--- config.mk ---
export PLATFORM = sky130hd
export DESIGN_NAME = pc_sequencer
export DESIGN_NICKNAME = d
export VERILOG_FILES = /design/src/rtl/pc_sequencer_pkg.sv /design/src/rtl/pc_sequencer_next_mux.sv /design/src/rtl/pc_sequencer.sv
export SDC_FILE = /design/constraint.sdc
export NUM_CORES = 1
export LEC_CHECK = 0
export ABC_AREA = 1
export BUFFER_PORTS_ARGS = -buffer_cell sky130_fd_sc_hd__buf_2
export CORE_MARGIN = 4
export CORE_UTILIZATION = 55
export CTS_BUF_LIST = sky130_fd_sc_hd__clkbuf_4 sky130_fd_sc_hd__clkbuf_8
export CTS_CLUSTER_SIZE = 10
export DETAILED_ROUTE_END_ITERATION = 12
export HOLD_SLACK_MARGIN = 0.12
export PLACE_DENSITY_LB_ADDON = 0.2
export SLEW_MARGIN = 20
export SYNTH_ARGS = -nofsm -noshare
export SYNTH_HDL_FRONTEND = slang
export SYNTH_SLANG_ARGS = --single-unit
--- constraint.sdc ---
create_clock -name clk -period 6.2 [get_ports clk]
set_clock_uncertainty 0.05 [all_clocks]
set_input_delay 0.31 -clock clk [delete_from_list [all_inputs] [get_ports clk]]
set_output_delay 0.31 -clock clk [all_outputs]
set_load 0.1 [all_outputs]
--- src/rtl/pc_sequencer_pkg.sv ---
// Shared CPU definitions for the fetch-side program-counter sequencer:
// address width, instruction size, FSM state encoding and default vectors.
package pc_sequencer_pkg;

  localparam int PC_WIDTH    = 32;
  localparam int INSTR_BYTES = 4;

  localparam logic [PC_WIDTH-1:0] DEF_RESET_VECTOR = 32'h0000_0000;
  localparam logic [PC_WIDTH-1:0] DEF_TRAP_VECTOR  = 32'h0000_0100;

  typedef enum logic [1:0] {
    BOOT  = 2'd0,
    FETCH = 2'd1,
    HOLD  = 2'd2,
    DRAIN = 2'd3
  } seq_state_e;

endpackage

--- src/rtl/pc_sequencer_next_mux.sv ---
// Next-PC priority selection: trap > misaligned redirect > aligned redirect >
// sequential, merged with any pending event held by the sequencer.
module pc_next_mux
  import pc_sequencer_pkg::*;
#(
  parameter logic [PC_WIDTH-1:0] RESET_VECTOR = DEF_RESET_VECTOR,
  parameter logic [PC_WIDTH-1:0] TRAP_VECTOR  = DEF_TRAP_VECTOR
) (
  input  logic [PC_WIDTH-1:0] i_pc,
  input  logic                i_sel_boot,
  input  logic                i_sel_seq,
  input  logic                i_sel_evt,
  input  logic                i_trap,
  input  logic                i_redirect_valid,
  input  logic [PC_WIDTH-1:0] i_redirect_target,
  input  logic                i_pend_valid,
  input  logic                i_pend_trap,
  input  logic [PC_WIDTH-1:0] i_pend_target,
  output logic [PC_WIDTH-1:0] o_new_pc,
  output logic                o_evt_valid,
  output logic                o_evt_trap,
  output logic [PC_WIDTH-1:0] o_evt_target,
  output logic                o_misalign
);

  logic w_in_trap;
  logic w_in_redir;

  assign o_misalign = i_redirect_valid && (i_redirect_target[1:0] != 2'b00) && !i_trap;
  assign w_in_trap  = i_trap || o_misalign;
  assign w_in_redir = i_redirect_valid && !w_in_trap;

  // A trap replaces anything; a redirect replaces everything but a pending trap.
  always_comb begin
    o_evt_valid  = i_pend_valid;
    o_evt_trap   = i_pend_trap;
    o_evt_target = i_pend_target;
    if (w_in_trap) begin
      o_evt_valid  = 1'b1;
      o_evt_trap   = 1'b1;
      o_evt_target = TRAP_VECTOR;
    end else if (w_in_redir && !(i_pend_valid && i_pend_trap)) begin
      o_evt_valid  = 1'b1;
      o_evt_trap   = 1'b0;
      o_evt_target = i_redirect_target;
    end
  end

  always_comb begin
    o_new_pc = i_pc;
    if (i_sel_evt && o_evt_valid) begin
      o_new_pc = o_evt_target;
    end else if (i_sel_seq) begin
      o_new_pc = i_pc + PC_WIDTH'(INSTR_BYTES);
    end else if (i_sel_boot) begin
      o_new_pc = RESET_VECTOR;
    end
  end

endmodule

--- src/rtl/pc_sequencer.sv ---
// Fetch sequencer: drives the next PC every cycle, issues instruction fetches
// and defers redirects/traps that arrive mid-fetch until the fetch drains.
module pc_sequencer
  import pc_sequencer_pkg::*;
#(
  parameter logic [PC_WIDTH-1:0] RESET_VECTOR = DEF_RESET_VECTOR,
  parameter logic [PC_WIDTH-1:0] TRAP_VECTOR  = DEF_TRAP_VECTOR
) (
  input  logic                clk,
  input  logic                rst,
  input  logic [PC_WIDTH-1:0] pc,
  output logic [PC_WIDTH-1:0] new_pc,
  output logic                imem_req,
  output logic [PC_WIDTH-1:0] imem_addr,
  input  logic                imem_ack,
  input  logic                stall,
  input  logic                redirect_valid,
  input  logic [PC_WIDTH-1:0] redirect_target,
  input  logic                trap,
  output logic                instr_valid,
  output logic                misalign_err
);

  seq_state_e          r_state;
  logic                r_imem_req;
  logic                r_pend_valid;
  logic                r_pend_trap;
  logic [PC_WIDTH-1:0] r_pend_target;

  logic                w_fetch_ack;
  logic                w_drain_ack;
  logic                w_sel_evt;
  logic                w_pend_load;
  logic [PC_WIDTH-1:0] w_mux_pc;
  logic                w_evt_valid;
  logic                w_evt_trap;
  logic [PC_WIDTH-1:0] w_evt_target;
  logic                w_misalign;

  assign w_fetch_ack = (r_state == FETCH) && imem_ack;
  assign w_drain_ack = (r_state == DRAIN) && imem_ack;
  assign w_sel_evt   = !rst && ((r_state == BOOT) || (r_state == HOLD) || w_fetch_ack || w_drain_ack);
  // Events arriving while a fetch is outstanding are parked until its ack.
  assign w_pend_load = !rst && !imem_ack && w_evt_valid &&
                       ((r_state == FETCH) || (r_state == DRAIN));

  pc_next_mux #(
    .RESET_VECTOR (RESET_VECTOR),
    .TRAP_VECTOR  (TRAP_VECTOR)
  ) u_next_mux (
    .i_pc              (pc),
    .i_sel_boot        (r_state == BOOT),
    .i_sel_seq         (!rst && w_fetch_ack),
    .i_sel_evt         (w_sel_evt),
    .i_trap            (trap),
    .i_redirect_valid  (redirect_valid),
    .i_redirect_target (redirect_target),
    .i_pend_valid      (r_pend_valid),
    .i_pend_trap       (r_pend_trap),
    .i_pend_target     (r_pend_target),
    .o_new_pc          (w_mux_pc),
    .o_evt_valid       (w_evt_valid),
    .o_evt_trap        (w_evt_trap),
    .o_evt_target      (w_evt_target),
    .o_misalign        (w_misalign)
  );

  assign new_pc       = rst ? RESET_VECTOR : w_mux_pc;
  assign imem_req     = r_imem_req && !rst;
  assign imem_addr    = pc;
  assign instr_valid  = !rst && w_fetch_ack && !w_evt_valid;
  assign misalign_err = !rst && w_misalign;

  always_ff @(posedge clk) begin
    if (rst) begin
      r_state      <= BOOT;
      r_imem_req   <= 1'b0;
      r_pend_valid <= 1'b0;
      r_pend_trap  <= 1'b0;
    end else begin
      case (r_state)
        BOOT, HOLD: begin
          r_state    <= stall ? HOLD : FETCH;
          r_imem_req <= !stall;
        end
        FETCH, DRAIN: begin
          if (imem_ack) begin
            r_state      <= stall ? HOLD : FETCH;
            r_imem_req   <= !stall;
            r_pend_valid <= 1'b0;
            r_pend_trap  <= 1'b0;
          end else if (w_pend_load) begin
            r_state      <= DRAIN;
            r_imem_req   <= 1'b1;
            r_pend_valid <= 1'b1;
            r_pend_trap  <= w_evt_trap;
          end
        end
        default: begin
          r_state    <= BOOT;
          r_imem_req <= 1'b0;
        end
      endcase
    end
  end

  always_ff @(posedge clk) begin
    if (w_pend_load) begin
      r_pend_target <= w_evt_target;
    end
  end

endmodule

# Word-level counts from Yosys, hierarchy flattened
# Cells that the tools add are included.
totals:
  regBits: 37
  in_bits: 70
  word_cells: 66
op_classes:
  addsub: 1
  eq_ne: 4
  n_mux: 20
  n_reduce_logical: 36
op_table:
  columns: ["cell", "n"]
  rows:
  - ["2-to-1 mux 32 bit", 6]
  - ["adder 32 x 3 -> 32 bit (second input constant)", 1]
  - ["logical AND 1 bit", 16]
  - ["2-to-1 mux 1 bit", 9]
  - ["logical NOT 1 bit", 7]
  - ["2-to-1 mux 2 bit", 3]
  - ["logical OR 1 bit", 5]
  - ["== test 2 bit (second input constant)", 2]
  - ["one-hot mux 2 bit (2 select lines)", 1]
  - ["nonzero test 2 bit", 2]
  - ["OR reduction 2 bit", 2]
  - ["!= test 3 bit (second input constant)", 1]
  - ["AND reduction 3 bit", 1]
  - ["nonzero test 3 bit", 1]
  - ["== test 2 x 1 -> 1 bit (second input constant)", 1]
  - ["logical NOT 2 bit", 1]
  - ["one-hot mux 1 bit (2 select lines)", 1]
  - ["AND reduction 2 bit", 1]

# Logic depth before layout (Yosys ltp)
# Gate-level depths: netlist (run 1).
logic_depth:
  word_depth: 14
  ltp_mapped: 11
  depth_no_buf: 11

# Modules after synthesis
# Synthesis (run 1) repeated with hierarchy kept, for this count alone.
hier_totals:
  hier_cells: 597
  area_unflattened_um2: 3684.8
modules_own_cells:
  columns: ["mod", "n_inst", "cells_each", "area_each_um2", "seq_area_each_um2"]
  rows:
  - ["pc_next_mux", 1, 429, 2006.9, 0.0]
  - ["pc_sequencer", 1, 168, 1677.9, 1041.0]

# Worst setup path after synthesis (run 1)
# Ideal clock, no wire load.
synth_timing:
  path_kind: "reg-to-output"
  from: "register r_state[0]"
  to: "output port new_pc[3]"
  arrival_time_ns: 3.285
  setup_slack_ns: 2.555
  path_stages_with_launch: 7
  cell_sequence: "dfxtp_1 -> inv_2 -> nor2_1 -> nor2_4 -> nor2_4 -> inv_1 -> o32ai_1"
synth_via:
  elab_chain_cells: 8
  elab_cells_between_ends: 16
  cone_classes: "3 x eq/ne; 4 x mux; 9 x reduce/logical"
synth_rtl:
  columns: ["element", "line", "source"]
  rows:
  - ["start, declared", "pc_sequencer.sv:24", "seq_state_e r_state;"]
  - ["start signal, assigned", "pc_sequencer.sv:83", "r_state <= stall ? HOLD : FETCH;"]
  - ["start signal, assigned", "pc_sequencer.sv:88", "r_state <= stall ? HOLD : FETCH;"]
  - ["== test 2 bit (tied with other cells)", "pc_sequencer.sv:42", "assign w_sel_evt = !rst && ((r_state == BOOT) || (r_state == HOLD) || w_fetch_ack || w_drain_ack);"]
  - ["logical OR 1 bit / logical AND 1 bit (equally long branches)", "pc_sequencer.sv:42, pc_sequencer.sv:40", null]
  - ["logical OR 1 bit (2 in a row)", "pc_sequencer.sv:42", null]
  - ["logical AND 1 bit", "pc_sequencer.sv:42", null]
  - ["logical AND 1 bit", "pc_sequencer_next_mux.sv:51", "if (i_sel_evt && o_evt_valid) begin"]
  - ["2-to-1 mux 32 bit (*)", "pc_sequencer_next_mux.sv:51", null]
  - ["2-to-1 mux 32 bit (*)", "pc_sequencer.sv:68", "assign new_pc = rst ? RESET_VECTOR : w_mux_pc;"]
  - ["end, declared", "pc_sequencer.sv:12", "output logic [PC_WIDTH-1:0] new_pc,"]
# Every way passes the cells marked *; elsewhere a longest branch is shown, timed or not.

# Worst setup path in the final report (run 1)
layout_timing:
  from: "register r_pend_valid"
  to: "output port new_pc[8]"
layout_via:
  elab_chain_cells: 8
  elab_cells_between_ends: 10
  cone_classes: "6 x mux; 4 x reduce/logical"
layout_rtl:
  columns: ["element", "line", "source"]
  rows:
  - ["start, declared", "pc_sequencer.sv:26", "logic r_pend_valid;"]
  - ["start signal, assigned", "pc_sequencer.sv:78", "r_pend_valid <= 1'b0;"]
  - ["start signal, assigned", "pc_sequencer.sv:90", "r_pend_valid <= 1'b0;"]
  - ["start signal, assigned", "pc_sequencer.sv:95", "r_pend_valid <= 1'b1;"]
  - ["logical AND 1 bit", "pc_sequencer_next_mux.sv:42", "end else if (w_in_redir && !(i_pend_valid && i_pend_trap)) begin"]
  - ["logical NOT 1 bit", "pc_sequencer_next_mux.sv:42", null]
  - ["logical AND 1 bit", "pc_sequencer_next_mux.sv:42", null]
  - ["2-to-1 mux 1 bit", "pc_sequencer_next_mux.sv:42", null]
  - ["2-to-1 mux 1 bit", "pc_sequencer_next_mux.sv:38", "if (w_in_trap) begin"]
  - ["logical AND 1 bit", "pc_sequencer_next_mux.sv:51", null]
  - ["2-to-1 mux 32 bit (*)", "pc_sequencer_next_mux.sv:51", null]
  - ["2-to-1 mux 32 bit (*)", "pc_sequencer.sv:68", null]
# Marks and branches as above.

==> flow_summary_export.csv, run 1 <==
group,metric,value,unit
outcome,status,"completed",
placement,hpwl,7.84,mm
sta,grt_setup_unrepaired,"no",
yosys,synth-seq-cells,36,
critical_path,cp-start-kind,"flop",
power_and_ir_drop,p_leak,2.11,nW
placement,place_area,3900,um2
placement,dp_cells,698,
critical_path,crit_end,"new_pc[8]",
yosys,syn_inst,536,
yosys,syn-num-nets,607,
yosys,yosys-top-cells-area,"edfxtp_1, nand2_1, nor2_1, buf_4, inv_1",
clocking,cts_buffer_depth,2,
clocking,cts_sinks,36,
finish,utilization,66.4,%
floorplanning,die_x,87.3,um
clocking,cts_buffers,5,
floorplanning,dieArea,7610,um2
finish,area_growth,15.2,%
critical_path,r2r-end,"r_pend_target[8]",
global_routing,first_global_vias,3314,
clocking,cts_resized,0,
critical_path,cp-end-kind,"primary output",
power_and_ir_drop,power_switching,393,uW
finish,nets,701,
clocking,cts_max_level,2,
finish,final_cells,705,
power_and_ir_drop,powerDensity,204,nW/um2
finish,diodes,0,
sta,timing_hold_violations_final,0,
yosys,yosysUniqueCellTypes,31,
placement,port_buffers,136,
sta,fin_crit_sh,49.3,%
power_and_ir_drop,p_int,418,uW
critical_path,required,5.84,ns
power_and_ir_drop,ir_drop,0.146,mV
critical_path,worstRegToRegCells,6,
sta,setup_viol,0,
route,vias_per_cell,5.32,
route,postRouteWirelength,9.88,mm
sta,maxSlewViolCount,0,
yosys,yosysWarnings,0,
clocking,post-cts-setup-buffers,0,
floorplanning,io_pins,137,
placement,gp_congestion,0.943,
global_routing,grt_first_pass_wirelength,15.6,mm
sta,fmax,0.327,GHz
clocking,tritoncts,"built",
critical_path,critPathMaxFanout,28,
global_routing,grt_max_degree,35,
power_and_ir_drop,p_seq_share,33.6,%
clocking,clkTransAtPathRegs,0.07,ns
sta,slew_headroom,43.7,%
floorplanning,core_area,5990,um2
yosys,yosysTopAreaCellShare,27.8,%
global_routing,grt_usage,25.8,%
finish,stdcell_area,3980,um2
yosys,synth.largest_area_cell,"edfxtp_1",
critical_path,startpoint,"r_pend_valid",
route,drtAntennaViolNets,0,
floorplanning,die_y,87.3,um
route,drt-pass1-iter-count,5,
yosys,synth_area,3450,um2
critical_path,r2r_slack,3.97,ns
critical_path,cp.arrival,2.69,ns
critical_path,reg2reg_from,"r_pend_valid",
finish,drive_above_1_share,28.7,%
global_routing,antenna_found_initial,0,
sta,worstMarginPinSlew,0.841,ns
yosys,synth-seq-area-share,30.1,%
global_routing,grt-ovfl-total,0,
sta,finalSetupTns,0,ns
route,drc,0,
clocking,cts-root-buf,"clkbuf_8",
floorplanning,fp-row-count,28,
critical_path,critical_path_class,"flop to primary output",
clocking,cts_hold_buf,0,
route,vias,3751,
sta,period_needed,3.05,ns
hold_path,hold_class,"primary input to flop",
power_and_ir_drop,combPwrFrac,47.0,%
route,drt-initial-drc-count,273,
floorplanning,initial_utilization,57.7,%
route,wl_per_cell,14.0,um
power_and_ir_drop,swShare,48.5,%
clocking,insertion_delay,0.29,ns
yosys,syn_area_per_cell,6.45,um2
power_and_ir_drop,power_frac_clock,19.3,%
flow_run,drv_cap,0,
==> layout make-up <==
cell class              instances  area (um2)
clock buffers                   6        76.3
clock inverters                 1        5.00
fillers                       577        2010
inverters                      76         285
multi-input cells             375        1800
flip-flops and latches         36        1040
well taps                      75        93.8
repair buffers                136         681
==> through the flow <==
stage	power (mW)	hold slack, ns	setup slack (ns)
floorplan	0.594	0.409	2.55
global placement	0.655	0.423	3.39
detailed placement	0.657	0.438	3.39
CTS	0.811	0.274	3.16
global route	0.845	0.314	2.89
finish	0.811	0.276	3.15
==> critical path: stages, from the launching register on <==
cell and delay, ns:
dfxtp_1 0.32, nand2_1 0.08, nand2_2 0.29, inv_2 0.44, nand2_1 0.31, nand2_1 0.12, o21ai_0 0.15, o21ai_0 0.23
buf_2 0.46
==> cells in the final DEF, fill, tap and decap left out, types with 8 or more instances in the layout <==
cell type  instances
inv_1             71
nor2_1            76
nand3_1           38
edfxtp_1          32
nand2_2            8
buf_2            136
o21ai_0           36
nand2_1          133
nor3_1            11
nor2_4            10
a21oi_1           16
==> kinds of logic after synthesis <==
family / after synthesis / synth area share (%)
buf+inv: 125 / 17.8
simple gates: 296 / 39.3
compound gates: 77 / 12.2
flops: 36 / 30.1
fa+ha+maj: 1 / 0.362
xor+xnor: 1 / 0.254
==> power groups by stage <==
stage / Sequential, mW / Combinational (mW) / Clock [mW]
6_report: 0.273 / 0.382 / 0.157
4_1_cts: 0.273 / 0.380 / 0.159
3_3_place_gp: 0.278 / 0.377 / 0
5_1_grt: 0.273 / 0.404 / 0.168
2_1_floorplan: 0.278 / 0.316 / 0
3_5_place_dp: 0.278 / 0.379 / 0
==> state kept, by name (all words and copies together), names as in the netlist <==
name / flops
r_pend_target: 32
r_pend_trap: 1
r_pend_valid: 1
r_state: 2
==> cells in the mapped netlist <==
library cell,count
buf_4,36
nand2_2,8
nand3_1,38
nor2_4,10
o21ai_0,36
a21oi_1,16
nor2_2,5
edfxtp_1,32
nand4_1,6
nand2_4,1
nand3_2,3
buf_2,9
xor2_1,1
dfxtp_1,4
nand3_4,2
o21ai_1,6
inv_2,4
nor3_1,11
ha_1,1
o22ai_1,6
or2_2,3
buf_1,1
nor2_1,76
o32ai_1,1
o21ai_2,1
nand2_1,133
o21a_1,1
inv_1,72
a31oi_1,6
o211ai_1,4
clkbuf_1,3
==> how the worst min path moves through the flow <==
stage / startpoint / to / slack (ns) / depth (start not counted)
4_1_cts: stall / r_state[0] / 0.27 / 4
2_1_floorplan: r_pend_valid / r_pend_valid / 0.41 / 2
5_1_grt: stall / r_state[0] / 0.31 / 4
3_5_place_dp: r_pend_valid / r_pend_valid / 0.44 / 2
6_report: stall / r_state[0] / 0.28 / 4
3_3_place_gp: r_pend_valid / r_pend_valid / 0.42 / 2
==> metal layers <==
metal	vias up	wire [um]	GRT usage, %	part of all wire [%]
li1	1879	-	-	-
met1	1667	4230	35.9	43
met2	183	4550	41.8	46
met3	22	864	2.55	8.7
met4	0	227	8.79	2.3
met5	-	0	0	0
Power figures use the tool's default switching activity.
==> inputs of run 2 (changes only) <==
CORE_UTILIZATION = 51   (was 55)
clock period = 2.9 ns   (was 6.2 ns; I/O delays follow)
==> run 2 against run 1 <==
Hold slack lost 0.10 ns. Utilization is 2.6 points lower. Power rose by 130%. Sequential power rose by 110%. Final cell count grew 1.3%. Critical endpoint is now new_pc[24]. Largest power group unchanged. First-iteration DRC count is 1.1% lower.
==> flow_summary_export.csv, run 2 (same netlist as run 1, synthesis figures left out) <==
group,metric,value,unit
outcome,status,"completed",
hold_path,hold_class,"primary input to flop",
floorplanning,dieArea,8150,um2
clocking,cts_sinks,36,
clocking,cts_max_level,2,
critical_path,worstRegToRegCells,8,
sta,fmax,0.385,GHz
power_and_ir_drop,p_seq_share,31.4,%
floorplanning,fp-row-count,29,
clocking,cts_buffers,5,
finish,final_common_cell,"buf_2",
clocking,tritoncts,"built",
power_and_ir_drop,ir_drop,0.209,mV
route,vias_per_cell,5.30,
placement,place_area,4000,um2
global_routing,grt_use_met1,35.1,%
power_and_ir_drop,power_frac_clock,23.5,%
global_routing,grt_usage,25.0,%
global_routing,grt_use_met2,40.7,%
sta,fin_crit_sh,89.6,%
finish,reg.largest.list,"r_pend_target: 32 flops, r_state: 2 flops",
clocking,clkTransAtPathRegs,0.07,ns
route,drt-initial-drc-count,270,
critical_path,crit_end,"new_pc[24]",
critical_path,cp-end-kind,"primary output",
finish,top_register,"r_pend_target",
route,postRouteWirelength,10.3,mm
global_routing,grt_first_pass_wirelength,16.9,mm
critical_path,reg2reg_from,"r_state[0]",
critical_path,startpoint,"r_state[0]",
clocking,insertion_delay,0.29,ns
floorplanning,die_y,90.3,um
power_and_ir_drop,powerDensity,451,nW/um2
power_and_ir_drop,combPwrFrac,45.1,%
sta,period_needed,2.60,ns
critical_path,cp-start-kind,"flop",
sta,grt_setup_unrepaired,"no",
clocking,cts_buffer_depth,2,
power_and_ir_drop,p_int,997,uW
route,drtAntennaViolNets,0,
finish,utilization,63.8,%
global_routing,antenna_found_initial,0,
floorplanning,io_pins,137,
finish,diodes,0,
critical_path,required,2.71,ns
floorplanning,initial_utilization,53.5,%
finish,final_cells,714,
finish,stdcell_area,4120,um2
sta,slew_headroom,58.3,%
sta,worstMarginPinSlew,0.624,ns
placement,port_buffers,136,
floorplanning,core_area,6460,um2
sta,maxSlewViolCount,0,
global_routing,use_met3,2.00,%
route,drc,0,
finish,final_cell_mix,"buf_2, nand2_1, nor2_1",
power_and_ir_drop,swShare,46.4,%
critical_path,critPathMaxFanout,34,
global_routing,first_global_vias,3528,
global_routing,grt-ovfl-total,0,
floorplanning,die_x,90.3,um
placement,hpwl,8.19,mm
global_routing,top_usage_layer,"met2",
placement,dp_cells,705,
finish,area_growth,19.3,%
route,drt-pass1-iter-count,6,
finish,nets,707,
critical_path,r2r_slack,0.78,ns
sta,timing_hold_violations_final,0,
route,vias,3784,
global_routing,grt_max_degree,35,
finish,largest_reg_flops,32,
critical_path,critical_path_class,"flop to primary output",
critical_path,r2r-end,"r_pend_trap",
sta,setup_viol,0,
placement,gp_congestion,0.924,
clocking,cts-root-buf,"clkbuf_8",
power_and_ir_drop,power_switching,862,uW
flow_run,drv_cap,0,
power_and_ir_drop,total_power,1.86,mW
finish,drive_above_1_share,30.6,%
route,wl_per_cell,14.5,um
critical_path,cp.arrival,2.40,ns
power_and_ir_drop,p_leak,2.17,nW
## run 2: cell count changes in the layout (fill, tap and decap cells not counted), sizes merged
cell,before,now
buf,136,141
bufinv,0,1
dlygate4sd3,0,1
## run 2: area by class of cell
| class | instances | area (um2) |
|---|---|---|
| flip-flops and latches | 36 | 1040 |
| repair buffers | 142 | 741 |
| clock inverters | 2 | 35.0 |
| clock buffers | 6 | 76.3 |
| inverters | 76 | 288 |
| multi-input cells | 375 | 1850 |
| well taps | 77 | 96.3 |
| fillers | 617 | 2340 |
## run 2: critical path: stages (launching register included)
cell and delay [ns]:
dfxtp_1 0.42, inv_2 0.08, nor2_1 0.29, nor2_4 0.16, inv_4 0.31, o21ai_0 0.20
a31oi_1 0.19, buf_2 0.45
## run 2: metal layers
metal  wire (um)  share of wire [%]
met5           0                  0
met4         213                2.1
met3         740                7.2
met2        4680                 45
met1        4690                 45
## run 2: through the flow
stage          setup TNS, ns  hold WS, ns  worst slack (ns)
6_report                   0        0.176             0.302
5_1_grt                    0        0.192             0.155
4_1_cts                    0        0.168             0.132
3_5_place_dp               0        0.411             0.386
3_3_place_gp               0        0.420             0.437
2_1_floorplan          -2.16        0.293            -0.359
## run 2: worst min-delay path by stage
stage,from,to,slack (ns),depth (start not counted)
detailed placement,stall,r_state[0],0.41,4
floorplan,imem_ack,r_pend_trap,0.29,3
CTS,trap,r_state[1],0.17,4
global route,redirect_target[20],r_pend_target[20],0.19,5
finish,trap,r_state[1],0.18,4
global placement,r_pend_valid,r_pend_valid,0.42,2
## run 2: what timing repair did
item,in CTS,in global routing
setup endpoints to repair,0,2
hold buffers,1,0
buffers inserted,0,0
endpoints found under the hold margin,1,0
resized for setup,0,3
## run 2: power groups by stage
stage                     clock, mW  sequential [mW]  combinational, mW
after detailed placement          0            0.594              0.831
after floorplan                   0            0.593              0.685
after global routing          0.467            0.584              0.886
after global placement            0            0.593              0.826
final                         0.437            0.583              0.838
after CTS                     0.442            0.583              0.834
==> inputs of run 3 (changes only) <==
CORE_UTILIZATION = 52   (was 51)
SYNTH_HIERARCHICAL = 1   (was default)
==> run 3 against run 2 <==
Critical endpoint is now new_pc[17]. Critical path type unchanged. Highest routed layer unchanged. Largest power group unchanged. Utilization rose by 6.2 points. Non-clock buffer count rose by 1. Setup slack got worse by 0.047 ns. Clock-buffer cell count did not move. Critical path depth rose by 7. Sequential cell count did not move.
==> flow_summary_export.csv, run 3 <==
group,metric,value,unit
outcome,status,"completed",
clocking,cts_buffer_depth,2,
route,drt-pass1-iter-count,5,
floorplanning,io_pins,137,
yosys,ys_async_sr_fraction,0,%
finish,area_growth,29.8,%
critical_path,worstRegToRegCells,7,
critical_path,path_cells,"nand3_1 -> nor2_1 -> buf_4 -> inv_2 -> nor2_2 -> nand2_2 -> nor3_4 -> nand2_1 -> nand2_1 -> nand3_1 -> nand2_1 -> inv_1 -> nor2_1 -> buf_12",
global_routing,top_usage_layer,"met2",
route,drtAntennaViolNets,0,
power_and_ir_drop,swShare,43.6,%
floorplanning,die_y,92.2,um
finish,final_common_cell,"nand2_1",
yosys,yosysWarnings,6,
critical_path,path_buf_inv,4,
yosys,syn-num-nets,668,
flow_run,drv_cap,0,
clocking,cts-root-buf,"clkbuf_8",
critical_path,cp_num_cells,14,
route,postRouteWirelength,10.9,mm
yosys,syn_area_per_cell,6.17,um2
floorplanning,initial_utilization,53.9,%
critical_path,slowest_delay,0.39,ns
clocking,post-cts-setup-buffers,0,
finish,num-fill-cells,634,
critical_path,startpoint,"r_state[0]",
critical_path,r2r-end,"r_pend_target[6]",
placement,hpwl,8.53,mm
route,drt-initial-drc-count,235,
hold_path,min_from,"redirect_target[24]",
clocking,cts_max_level,2,
clocking,clkTransAtPathRegs,0.07,ns
floorplanning,core_area,6830,um2
placement,port_buffers,136,
sta,finalHoldWorstSlack,0.178,ns
route,drc,0,
floorplanning,fp-row-count,30,
yosys,synth_area,3680,um2
critical_path,cp_common_cell,"nand2_1",
finish,reg.largest.list,"r_pend_target: 32 flops, r_state: 2 flops",
sta,slew_headroom,66.2,%
sta,fin_crit_sh,91.2,%
yosys,synth.largest_area_cell,"edfxtp_1",
global_routing,use_met3,2.95,%
hold_path,hold_class,"primary input to flop",
yosys,yosysMostFrequentCell,"nand2_1",
placement,gp_congestion,0.913,
critical_path,path_delay_family,"simple AND/OR/NAND/NOR gates",
global_routing,grt-ovfl-total,0,
yosys,yosysUniqueCellTypes,36,
sta,timing.final.ws_setup,0.255,ns
sta,setup_viol,0,
finish,largest_reg_flops,32,
sta,grt_setup_unrepaired,"no",
sta,timing_hold_violations_final,0,
yosys,syn_inst,597,
power_and_ir_drop,p_leak,2.42,nW
yosys,yosys-top-cells-area,"edfxtp_1, nand2_1, nor2_1, inv_1, buf_4",
power_and_ir_drop,power_switching,831,uW
finish,drive_above_1_share,27.6,%
yosys,yosysTopAreaCellShare,26.1,%
yosys,synth_common_cells,"nand2_1, nor2_1, inv_1",
critical_path,cp-end-kind,"primary output",
global_routing,antenna_found_initial,0,
finish,diodes,0,
route,vias_per_cell,5.07,
clocking,tritoncts,"built",
global_routing,grt_usage,25.9,%
sta,worstMarginPinSlew,0.506,ns
power_and_ir_drop,combPwrFrac,46.6,%
finish,nets,765,
floorplanning,die_x,92.2,um
yosys,synth_edf_count,32,
global_routing,grt_max_degree,40,
critical_path,cp.arrival,2.45,ns
placement,pre_cts_slack,0.550,ns
critical_path,r2r_slack,1.26,ns
yosys,synth-seq-cells,36,
power_and_ir_drop,p_int,1.08,mW
yosys,synth_ff_type,"edfxtp_1",
sta,finalSetupTns,0,ns
yosys,synth-seq-area-share,28.3,%
global_routing,grt_first_pass_wirelength,17.8,mm
critical_path,crit_end,"new_pc[17]",
route,wl_per_cell,13.8,um
critical_path,critPathMaxFanout,10,
clocking,insertion_delay,0.28,ns
finish,final_cell_mix,"nand2_1, buf_2, nor2_1",
finish,top_register,"r_pend_target",
critical_path,cp-start-kind,"flop",
power_and_ir_drop,p_seq_share,30.5,%
floorplanning,dieArea,8500,um2
sta,maxSlewViolCount,0,
power_and_ir_drop,ir_drop,0.171,mV
power_and_ir_drop,power_frac_clock,22.9,%
critical_path,reg2reg_from,"r_pend_valid",
global_routing,grt_use_met1,36.7,%
critical_path,slowest_stage,"dfxtp_1",
sta,fmax,0.378,GHz
clocking,cts_sinks,36,
critical_path,critical_path_class,"flop to primary output",
power_and_ir_drop,powerDensity,399,nW/um2
global_routing,first_global_vias,3667,
clocking,cts_buffers,5,
power_and_ir_drop,total_power,1.91,mW
critical_path,required,2.71,ns
sta,period_needed,2.65,ns
global_routing,grt_use_met2,41.8,%
route,vias,4008,
## run 3: changes by cell type in the layout (fill, tap and decap cells not counted), moves of 13 or more
cell and delta:
nand2_1 +38, buf_12 +31, nor3_2 +13, buf_2 -32, nor2_1 +26, inv_1 +13
## run 3: worst min-delay path by stage
stage	to	slack, ns	cells past startpoint
floorplan	r_state[0]	0.19	1
global placement	r_state[0]	0.30	2
detailed placement	r_state[0]	0.30	2
CTS	r_pend_target[3]	0.17	3
global route	r_pend_target[3]	0.20	3
finish	r_pend_target[24]	0.18	3
## run 3: metal layers
layer,vias up,part of all wire (%)
li1,2024,-
met1,1800,44
met2,167,47
met3,17,7.2
met4,0,1.7
met5,-,0
## run 3: tightest hold or removal path, stage by stage
cell     delay [ns]
buf_2          0.07
o21ai_0        0.12
inv_1          0.07
## run 3: repair_timing
action	CTS	global route
hold endpoints to repair	1	0
resized for setup	0	2
hold buffers	1	0
endpoints found under the setup margin	0	6
## run 3: power by group through the flow
stage / logic (mW) / registers (mW) / clock network [mW]
2_1_floorplan: 0.647 / 0.592 / 0
3_3_place_gp: 0.873 / 0.592 / 0
3_5_place_dp: 0.880 / 0.593 / 0
4_1_cts: 0.885 / 0.581 / 0.445
5_1_grt: 0.942 / 0.582 / 0.464
6_report: 0.888 / 0.581 / 0.437
## run 3: logic make-up after synthesis
logic type,count (synthesis),synth area share [%]
compound gates,60,9.34
simple gates,352,42.6
buf+inv,148,19.4
flops,36,28.3
fa+ha+maj,1,0.340
## run 3: stage by stage
step                area (um2)  util, %  cells
global route              4780     70.0    791
floorplan                 3680        -    597
global placement          4650     68.1    782
detailed placement        4650     68.1    782
finish                    4780     70.0    791
CTS                       4770     69.9    791
## run 3: area by class of cell
type | count | area, um2 | share of cell area [%]
Clock buffer | 6 | 76.3 | 1.60
Clock inverter | 2 | 35.0 | 0.732
Inverter | 95 | 360 | 7.53
Multi-Input combinational cell | 413 | 1930 | 40.4
Sequential cell | 36 | 1040 | 21.8
Tap cell | 96 | 120 | 2.51
Timing Repair Buffer | 143 | 1220 | 25.4
